### src/rtl/psum_pkg.sv
// psum_pkg: shared widths, types and sign-extension helper for psum_accum.
package psum_pkg;
  localparam int BW_PSUM = 19;
  localparam int BW_ACC = 24;
  localparam int MAC_LAT = 2;
  localparam int FIFO_DEPTH = 4;
  localparam int CNT_W = $clog2(FIFO_DEPTH) + 1;
  typedef logic signed [BW_PSUM-1:0] psum_t;
  typedef logic signed [BW_ACC-1:0] acc_t;
  function automatic acc_t sext(input psum_t p);
    return {{(BW_ACC-BW_PSUM){p[BW_PSUM-1]}}, p};
  endfunction
endpackage

### src/rtl/psum_fifo.sv
// psum_fifo: FIFO_DEPTH x BW_ACC result buffer; upstream credit keeps pushes off a full FIFO.
module psum_fifo
  import psum_pkg::*;
(
  input  logic             clk,
  input  logic             reset_n,
  input  logic             push,
  input  logic             pop,
  input  acc_t             din,
  output acc_t             dout,
  output logic [CNT_W-1:0] count,
  output logic             empty
);
  localparam int AW = $clog2(FIFO_DEPTH);
  acc_t mem_q [FIFO_DEPTH];
  acc_t mem_d [FIFO_DEPTH];
  logic [AW-1:0] wr_q, wr_d, rd_q, rd_d;
  logic [CNT_W-1:0] cnt_q, cnt_d;
  always_comb begin
    mem_d = mem_q;
    if (push) mem_d[wr_q] = din;
    wr_d = wr_q + AW'(push);
    rd_d = rd_q + AW'(pop);
    cnt_d = cnt_q + CNT_W'(push) - CNT_W'(pop);
  end
  always_ff @(posedge clk or negedge reset_n) begin
    if (!reset_n) begin
      mem_q <= '{default: '0};
      wr_q <= '0;
      rd_q <= '0;
      cnt_q <= '0;
    end else begin
      mem_q <= mem_d;
      wr_q <= wr_d;
      rd_q <= rd_d;
      cnt_q <= cnt_d;
    end
  end
  always_ff @(posedge clk)
    if (reset_n && push && !pop) assert (cnt_q < CNT_W'(FIFO_DEPTH));
  assign dout = mem_q[rd_q];
  assign count = cnt_q;
  assign empty = cnt_q == '0;
endmodule

### src/rtl/psum_accum.sv
// psum_accum: group accumulator for MAC psums with credit-controlled result FIFO.
// Define PSUM_ACC_RELU_EN to clamp negative pushed sums to zero.
module psum_accum
  import psum_pkg::*;
(
  input  logic               clk,
  input  logic               reset_n,
  input  logic               in_valid,
  input  logic               in_last,
  output logic               in_ready,
  input  logic [BW_PSUM-1:0] psum_in,
  output logic [BW_ACC-1:0]  out_data,
  output logic               out_valid,
  input  logic               out_ready,
  output logic               ovf_err
);
  logic [MAC_LAT-1:0] v_q, v_d, l_q, l_d;
  acc_t acc_q, acc_d, ext, sum, push_val, fifo_dout;
  logic [CNT_W-1:0] pend_q, pend_d, fifo_cnt;
  logic [CNT_W:0] credit;
  logic ovf_q, ovf_d, issue, acc_en, push, pop, fifo_empty;
  assign credit = {1'b0, fifo_cnt} + {1'b0, pend_q};
  assign in_ready = credit < (CNT_W+1)'(FIFO_DEPTH);
  always_comb begin
    issue = in_valid & in_ready;
    v_d = MAC_LAT'({v_q, issue});
    l_d = MAC_LAT'({l_q, in_last});
    acc_en = v_q[MAC_LAT-1];
    push = acc_en & l_q[MAC_LAT-1];
    ext = sext(psum_in);
    sum = acc_q + ext;
    acc_d = !acc_en ? acc_q : push ? '0 : sum;
    // signed overflow: equal operand signs, result sign differs
    ovf_d = ovf_q | (acc_en & (acc_q[BW_ACC-1] == ext[BW_ACC-1]) & (sum[BW_ACC-1] != acc_q[BW_ACC-1]));
    pend_d = pend_q + CNT_W'(issue & in_last) - CNT_W'(push);
`ifdef PSUM_ACC_RELU_EN
    push_val = sum[BW_ACC-1] ? '0 : sum;
`else
    push_val = sum;
`endif
    pop = out_valid & out_ready;
  end
  always_ff @(posedge clk or negedge reset_n) begin
    if (!reset_n) begin
      v_q <= '0;
      l_q <= '0;
      acc_q <= '0;
      pend_q <= '0;
      ovf_q <= 1'b0;
    end else begin
      v_q <= v_d;
      l_q <= l_d;
      acc_q <= acc_d;
      pend_q <= pend_d;
      ovf_q <= ovf_d;
    end
  end
  psum_fifo u_fifo (
    .clk    (clk),
    .reset_n(reset_n),
    .push   (push),
    .pop    (pop),
    .din    (push_val),
    .dout   (fifo_dout),
    .count  (fifo_cnt),
    .empty  (fifo_empty)
  );
  assign out_valid = !fifo_empty;
  assign out_data = fifo_dout;
  assign ovf_err = ovf_q;
endmodule

### config.mk
export PLATFORM = sky130hd
export DESIGN_NAME = psum_accum
export DESIGN_NICKNAME = d
export VERILOG_FILES = /design/src/rtl/psum_pkg.sv /design/src/rtl/psum_fifo.sv /design/src/rtl/psum_accum.sv
export SDC_FILE = /design/constraint.sdc
export NUM_CORES = 1
export LEC_CHECK = 0
export CAP_MARGIN = 20
export CORE_MARGIN = 5
export CORE_UTILIZATION = 59
export CTS_CLUSTER_DIAMETER = 30
export DETAILED_ROUTE_END_ITERATION = 7
export GPL_TIMING_DRIVEN = 0
export PLACE_DENSITY = 0.9
export SETUP_SLACK_MARGIN = 0.15
export SLEW_MARGIN = 20
export SYNTH_ARGS = -nofsm -noshare
export SYNTH_HDL_FRONTEND = slang
export SYNTH_HIERARCHICAL = 1
export SYNTH_SLANG_ARGS = --single-unit
### constraint.sdc
create_clock -name clk -period 3.25 [get_ports clk]
set_input_delay 0.4875 -clock clk [delete_from_list [all_inputs] [get_ports clk]]
set_output_delay 0.4875 -clock clk [all_outputs]
set_load 0.02 [all_outputs]
==> flow_summary.json, run 1 <==
{
  "post-cts-setup-buffers": 0,
  "final_common_cell": "dfrtp_1",
  "vdd_ir_drop_max_uv": 609,
  "finalSetupViolations": 0,
  "grt_first_pass_wirelength_mm": 26.5,
  "fin_skew_ns": 0.00910,
  "slew_violations": 0,
  "cp.arrival_ns": 3.35,
  "grt.total_usage_pct": 23.8,
  "io_pins": 51,
  "crit_type": "primary input to register",
  "drtIter0Drc": 402,
  "vias": 4627,
  "min-delay-path-class": "primary input to async pin",
  "yosysWarnings": 6,
  "syn_inst": 534,
  "dpl.hpwl_mm": 11.1,
  "clkLatencyLatePin_ns": 0.42,
  "regToRegEndpoint": "u_fifo/mem_q[85]",
  "max_freq_ghz": 0.328,
  "first_pass_iters": 4,
  "dieArea_mm2": 0.0142,
  "port_buffers": 50,
  "min_period_ns": 3.05,
  "slowest_delay_ns": 0.49,
  "fp-row-count": 39,
  "synth_area_mm2": 0.00703,
  "grt_max_degree": 84,
  "syn_nets": 592,
  "overflow": 0,
  "cp-end-kind": "register",
  "ys_seq_area_share_pct": 48.0,
  "relSlewSlack_pct": 48.6,
  "wl_mm": 15.7,
  "drv_cap": 0,
  "finalHoldViolations": 0,
  "fin_crit_sh_pct": 93.8,
  "utilization_pct": 72.1,
  "antenna_found_initial": 0,
  "area_delta_synth_final_pct": 18.6,
  "path_clk_slew_ns": 0.06,
  "tritoncts": "done",
  "stdcell_count": 757,
  "wire_per_inst_um": 20.7,
  "drive_above_1_share_pct": 31.1,
  "synth_ff_type": "dfrtp_1",
  "start_util_pct": 60.8,
  "cp_common_cell": "o31a_2",
  "syn_area_per_cell_um2": 13.2,
  "p_total_mw": 9.33,
  "grt_pass1_vias": 5198,
  "path_cells": "clkdlybuf4s50_1 -> ha_1 -> inv_1 -> fa_1 -> nor2b_1 -> o31a_2 -> nor4b_2 -> o31a_2 -> o21ai_1 -> xor2_2 -> mux2_2",
  "diodes": 0,
  "fp.dieW_um": 119,
  "drc_errors": 0,
  "ys_async_sr_fraction_pct": 100,
  "reg2regPathDepth": 6,
  "antenna_left": 0,
  "cts_root_buf": "clkbuf_16",
  "rsz0062_at_grt": "false",
  "synth_edf_count": 0,
  "hold_ws_ns": 0.00330,
  "critPathMaxFanout": 5,
  "dpl.cell_count": 728,
  "cp_slowest_cell": "clkdlybuf4s50_1",
  "ys_types": 60,
  "max-clock-path-buffers": 2,
  "coreArea_mm2": 0.0116,
  "cts_hold_buf": 0,
  "htree_num_levels": 4,
  "required_ns": 3.56,
  "numCtsBuffers": 17,
  "cts.sinks": 135,
  "status": "complete, no violations",
  "viasPerCell": 6.11,
  "p_per_area_mw_per_mm2": 1120,
  "gp_congestion": 0.891,
  "worstMarginPinSlew_ns": 0.768,
  "die_h_um": 119,
  "layout_common_cells": "135 x dfrtp_1, 96 x mux2_2, 48 x clkdlybuf4s50_1",
  "nets": 662,
  "p_leak_nw": 3.67,
  "rrSetupSlack_ns": 0.34,
  "regToRegStartpoint": "v_q[1]",
  "start_kind": "primary input",
  "ys_ff_latch": 135
}
per-stage QoR:
step           cell area, µm²  worst slack (ns)  TNS (ns)
6_report                 8340             0.202         0
5_1_grt                  8340             0.156         0
3_3_place_gp             7710             -3.11   -419.67
4_1_cts                  8300             0.169         0
3_5_place_dp             7740            -0.315     -3.18
2_1_floorplan            7030             0.404         0
worst max path at each step:
stage	from	end	slack, ns	cells after the start
after floorplan	pend_q[1]	pend_q[2]	0.40	10
after global placement	reset_n	u_fifo/mem_q[64]	-3.11	1
after detailed placement	psum_in[18]	u_fifo/mem_q[71]	-0.32	11
after CTS	psum_in[0]	u_fifo/mem_q[70]	0.17	11
after global routing	psum_in[0]	u_fifo/mem_q[20]	0.16	11
final	psum_in[0]	u_fifo/mem_q[20]	0.20	11
where the power goes:
part           leakage [nW]  internal [mW]  total, mW  switching [mW]
Sequential             1.63           2.48       2.93           0.451
Combinational          1.76           2.28       4.56            2.28
Clock                 0.275           1.15       1.84           0.686
Total                  3.67           5.91       9.33            3.42
area by class of cell:
cell class                      instances  area, µm²
Multi-Input combinational cell        358       3500
Fill cell                             759       3220
Buffer                                 22        125
Tap cell                              143        179
Clock buffer                           21        460
Clock inverter                          8        100
Inverter                               19       71.3
Sequential cell                       135       3380
Timing Repair Buffer                   51        528
metal layers:
layer  track usage [%]  vias to the layer above  routed length [µm]
li1                  -                     2114                   -
met1              29.7                     2385                6650
met2              40.5                       94                8200
met3              5.40                       34                 514
met4              9.05                        0                 333
met5                 0                        -                   0
flip-flops by register name, indices dropped and copies added (netlist names):
register,cells
u_fifo/count,3
u_fifo/rd_q,2
u_fifo/wr_q,2
ovf_err,1
acc_q,24
l_q,2
v_q,2
pend_q,3
u_fifo/mem_q,96
critical path: cells and delay by family:
kind,cells,cell delay (ns)
compound gates,3,0.93
xor+xnor,1,0.17
fa+ha+maj,2,0.59
buf+inv,2,0.55
mux,1,0.29
simple gates,2,0.33
kinds of logic (layout without fill, tap and decap cells):
group / Yosys count / in the layout / share of synthesized area, %
AO/OA/AOI/OAI: 93 / 93 / 9.85
adder cells (fa/ha/maj): 34 / 34 / 6.37
XOR/XNOR: 27 / 27 / 3.47
buffers and inverters: 41 / 121 / 2.77
flip-flops: 135 / 135 / 48.0
AND/OR/NAND/NOR: 82 / 82 / 6.17
multiplexers: 122 / 122 / 23.3
timing repair:
item / CTS / global route
gates resized for setup: 2 / 5
pin swaps: 0 / 0
setup endpoints to repair: 14 / 19
cloned: 0 / 0
cells in the mapped netlist (2+ instances only):
| master | count | area, µm² |
|---|---|---|
| a21boi_0 | 2 | 15.0 |
| a21o_1 | 9 | 67.6 |
| a21oi_1 | 24 | 120 |
| a22o_1 | 18 | 158 |
| a31o_2 | 2 | 17.5 |
| a31oi_1 | 3 | 18.8 |
| and3_1 | 2 | 12.5 |
| buf_2 | 9 | 45.0 |
| buf_4 | 8 | 60.1 |
| clkbuf_1 | 5 | 18.8 |
| dfrtp_1 | 135 | 3380 |
| fa_1 | 3 | 60.1 |
| ha_1 | 31 | 388 |
| inv_1 | 19 | 71.3 |
| mux2_2 | 96 | 1080 |
| mux2i_1 | 2 | 20.0 |
| mux4_2 | 24 | 541 |
| nand2_1 | 21 | 78.8 |
| nand2b_1 | 3 | 18.8 |
| nand3_1 | 5 | 25.0 |
| nand4_1 | 3 | 18.8 |
| nor2_1 | 23 | 86.3 |
| nor2b_1 | 4 | 25.0 |
| nor3_1 | 5 | 25.0 |
| o2111ai_1 | 2 | 17.5 |
| o211ai_1 | 2 | 15.0 |
| o21a_1 | 4 | 30.0 |
| o21ai_0 | 10 | 50.1 |
| o21ai_1 | 2 | 10.0 |
| o31a_2 | 2 | 20.0 |
| o31ai_2 | 2 | 25.0 |
| or4_1 | 2 | 15.0 |
| xnor2_1 | 16 | 140 |
| xor2_1 | 10 | 87.6 |
(Power assumes the default switching activity.)
==> run 2, diff against run 1 <==
--- a/config.mk
+++ b/config.mk
@@ -16,5 +16,4 @@
 export SLEW_MARGIN = 20
 export SYNTH_ARGS = -nofsm -noshare
 export SYNTH_HDL_FRONTEND = slang
-export SYNTH_HIERARCHICAL = 1
 export SYNTH_SLANG_ARGS = --single-unit
==> run 2 against run 1 <==
Critical path depth unchanged. Wire length increased by 34%. Clock power grew 9%. Sequential power is 1% lower. Sequential cell count is the same. Register-to-register slack better by 0.05 ns. Highest routed layer unchanged. Global-route usage up 6.3 points. Synthesized area increased by 4.3%. Hold slack better by 0.35 ns. Combinational power increased by 5.3%. Via count is 38% higher. First-iteration DRC count is 93% higher.
==> flow_summary.json, run 2 <==
{
  "first_pass_iters": 5,
  "fin_skew_ns": 0.00743,
  "cts_root_buf": "clkbuf_16",
  "regToRegEndpoint": "u_fifo.mem_q[92]",
  "nets": 843,
  "syn_area_per_cell_um2": 10.3,
  "p_leak_nw": 3.86,
  "diodes": 0,
  "antenna_left": 0,
  "dpl.hpwl_mm": 14.6,
  "final_common_cell": "dfrtp_1",
  "ys_ff_latch": 135,
  "die_h_um": 122,
  "gp_congestion": 0.983,
  "synth_edf_count": 0,
  "max_freq_ghz": 0.325,
  "fp-row-count": 40,
  "required_ns": 3.55,
  "wl_mm": 21.1,
  "cp.arrival_ns": 3.38,
  "min_to": "v_q[1]",
  "ys_seq_area_share_pct": 46.0,
  "min-delay-path-class": "register to register",
  "layout_common_cells": "135 x dfrtp_1, 119 x nand2_1, 60 x o21ai_0",
  "min_period_ns": 3.08,
  "pwr-share-clk_pct": 20.7,
  "fin_ws_ns": 0.171,
  "drtIter0Drc": 774,
  "critPathMaxFanout": 5,
  "worstMarginPinSlew_ns": 0.971,
  "area_delta_synth_final_pct": 19.4,
  "synthDominantCellAreaShare_pct": 46.0,
  "combPwrFrac_pct": 49.5,
  "largest_register_ffs": 96,
  "drive_above_1_share_pct": 11.3,
  "start_kind": "primary input",
  "sw_frac_of_total_pct": 41.3,
  "p_int_mw": 5.70,
  "rrSetupSlack_ns": 0.39,
  "hold_start": "v_q[0]",
  "ys_async_sr_fraction_pct": 100,
  "clkLatencyLatePin_ns": 0.43,
  "yosys-top-cells-count": "135 x dfrtp_1, 119 x nand2_1, 60 x o21ai_0, 31 x clkbuf_1, 31 x ha_1",
  "power_frac_seq_pct": 29.8,
  "reg2regPathDepth": 10,
  "syn_nets": 771,
  "vdd_ir_drop_max_uv": 525,
  "regToRegStartpoint": "acc_q[0]",
  "synthTopCellsByArea": "dfrtp_1 46%, mux4_2 7.4%, nand2_1 6.1%, ha_1 5.3%, o21ai_0 4.1%",
  "p_total_mw": 9.71,
  "numCtsBuffers": 17,
  "io_pins": 51,
  "crit_type": "primary input to register",
  "slew_violations": 0,
  "htree_num_levels": 4,
  "synth_top_area_cell": "dfrtp_1",
  "cts.sinks": 135,
  "coreArea_mm2": 0.0121,
  "grt_first_pass_wirelength_mm": 34.3,
  "syn_inst": 713,
  "viasPerCell": 6.63,
  "stdcell_count": 966,
  "whs_path_depth": 0,
  "yosysWarnings": 0,
  "dieArea_mm2": 0.0148,
  "p_per_area_mw_per_mm2": 1110,
  "antenna_found_initial": 0,
  "utilization_pct": 72.3,
  "max-clock-path-buffers": 2,
  "grt.total_usage_pct": 30.1,
  "p_switching_mw": 4.01,
  "fp.dieW_um": 122,
  "vias": 6400,
  "largest_register": "u_fifo.mem_q",
  "dpl.cell_count": 932,
  "wire_per_inst_um": 21.8,
  "relSlewSlack_pct": 34.8,
  "finalSetupViolations": 0,
  "tritoncts": "done",
  "synth_area_mm2": 0.00734,
  "drc_errors": 0,
  "drv_cap": 0,
  "overflow": 0,
  "grt_max_degree": 105,
  "grt_pass1_vias": 6537,
  "ys_types": 64,
  "reg_top3": "u_fifo.mem_q (96), acc_q (24)",
  "start_util_pct": 60.6,
  "status": "complete, no violations",
  "port_buffers": 50,
  "cp-end-kind": "register",
  "hold_ws_ns": 0.350,
  "rsz0062_at_grt": "false",
  "path_clk_slew_ns": 0.06,
  "dp_slack_ns": -0.226,
  "finalHoldViolations": 0,
  "synth_ff_type": "dfrtp_1",
  "fin_crit_sh_pct": 94.7,
  "synth_most_common_cell": "dfrtp_1"
}
[run 2: changes by cell type after synthesis, sizes merged, moves of 8 or more]
cell	delta
o21ai	+56
nand2	+97
nand3	+15
o31ai	+27
clkbuf	+26
o2bb2ai	+12
nand4	+10
xnor2	-8
a22o	-18
mux2	-96
[run 2: worst max-delay path by stage]
stage	startpoint	endpoint	slack, ns	depth (start not counted)
after floorplan	u_fifo.count[1]	pend_q[2]	0.23	11
after global placement	reset_n	u_fifo.count[2]	-3.28	1
after detailed placement	psum_in[18]	acc_q[22]	-0.23	9
after CTS	psum_in[18]	acc_q[22]	0.21	9
after global routing	psum_in[0]	acc_q[20]	0.09	11
final	psum_in[0]	u_fifo.mem_q[92]	0.17	11
[run 2: through the flow]
stage                     setup TNS (ns)  area, µm²
after floorplan                        0       7340
after global placement           -442.05       8050
after detailed placement           -2.73       8080
after CTS                              0       8720
after global routing                   0       8760
final                                  0       8760
[run 2: power by group through the flow]
stage	logic [mW]	clock network (mW)	registers [mW]
2_1_floorplan	3.09	0	2.74
3_3_place_gp	4.40	0	2.81
3_5_place_dp	4.61	0	2.88
4_1_cts	4.71	2.02	2.87
5_1_grt	5.17	2.10	2.96
6_report	4.80	2.01	2.89
[run 2: logic make-up (layout without fill, tap and decap cells)]
family          count (synthesis)  after routing  synth area share [%]
simple gates                  227            227                  14.5
compound gates                206            206                  20.0
flops                         135            135                  46.0
buf+inv                        68            153                  3.75
fa+ha+maj                      34             34                  6.10
mux                            25             25                  7.50
xor+xnor                       18             18                  2.15
[run 2: critical path: stages]
cell             delay, ns
clkdlybuf4s50_1       0.49
ha_1                  0.25
inv_1                 0.08
fa_1                  0.42
nor2b_1               0.17
o211ai_1              0.20
a211oi_2              0.27
buf_4                 0.17
o22a_1                0.27
o22ai_2               0.19
o31ai_1               0.38
[run 2: layout make-up]
type                       instances  area (µm²)
multi-input combinational        510        3720
sequential                       135        3380
fill                             824        3350
timing repair buffer              53         553
clock buffer                      22         474
tap                              168         210
buffer                            44         194
clock inverter                    10         144
inverter                          24        90.1
[run 2: repair_timing]
action	CTS	global route
setup buffers	0	1
gates resized for setup	5	6
pin swaps	0	1
gates cloned	0	0
hold buffers	1	0
setup endpoints to repair	20	30
hold endpoints to repair	31	0
[run 2: layer usage]
layer,vias to the layer above,GRT usage (%),part of all wire [%]
met2,399,47.8,47
met3,90,8.11,9.5
li1,2785,-,-
met5,-,0,0
met1,3126,38.6,39
met4,0,14.1,4.4
==> run 3, diff against run 2 <==
--- a/config.mk
+++ b/config.mk
@@ -11,6 +11,7 @@
 export CTS_CLUSTER_DIAMETER = 30
 export DETAILED_ROUTE_END_ITERATION = 7
 export GPL_TIMING_DRIVEN = 0
+export HOLD_SLACK_MARGIN = 0.08
 export PLACE_DENSITY = 0.9
 export SETUP_SLACK_MARGIN = 0.15
 export SLEW_MARGIN = 20
==> results of run 3 <==
Final layout, timing and power as in run 2 (identical DEF).
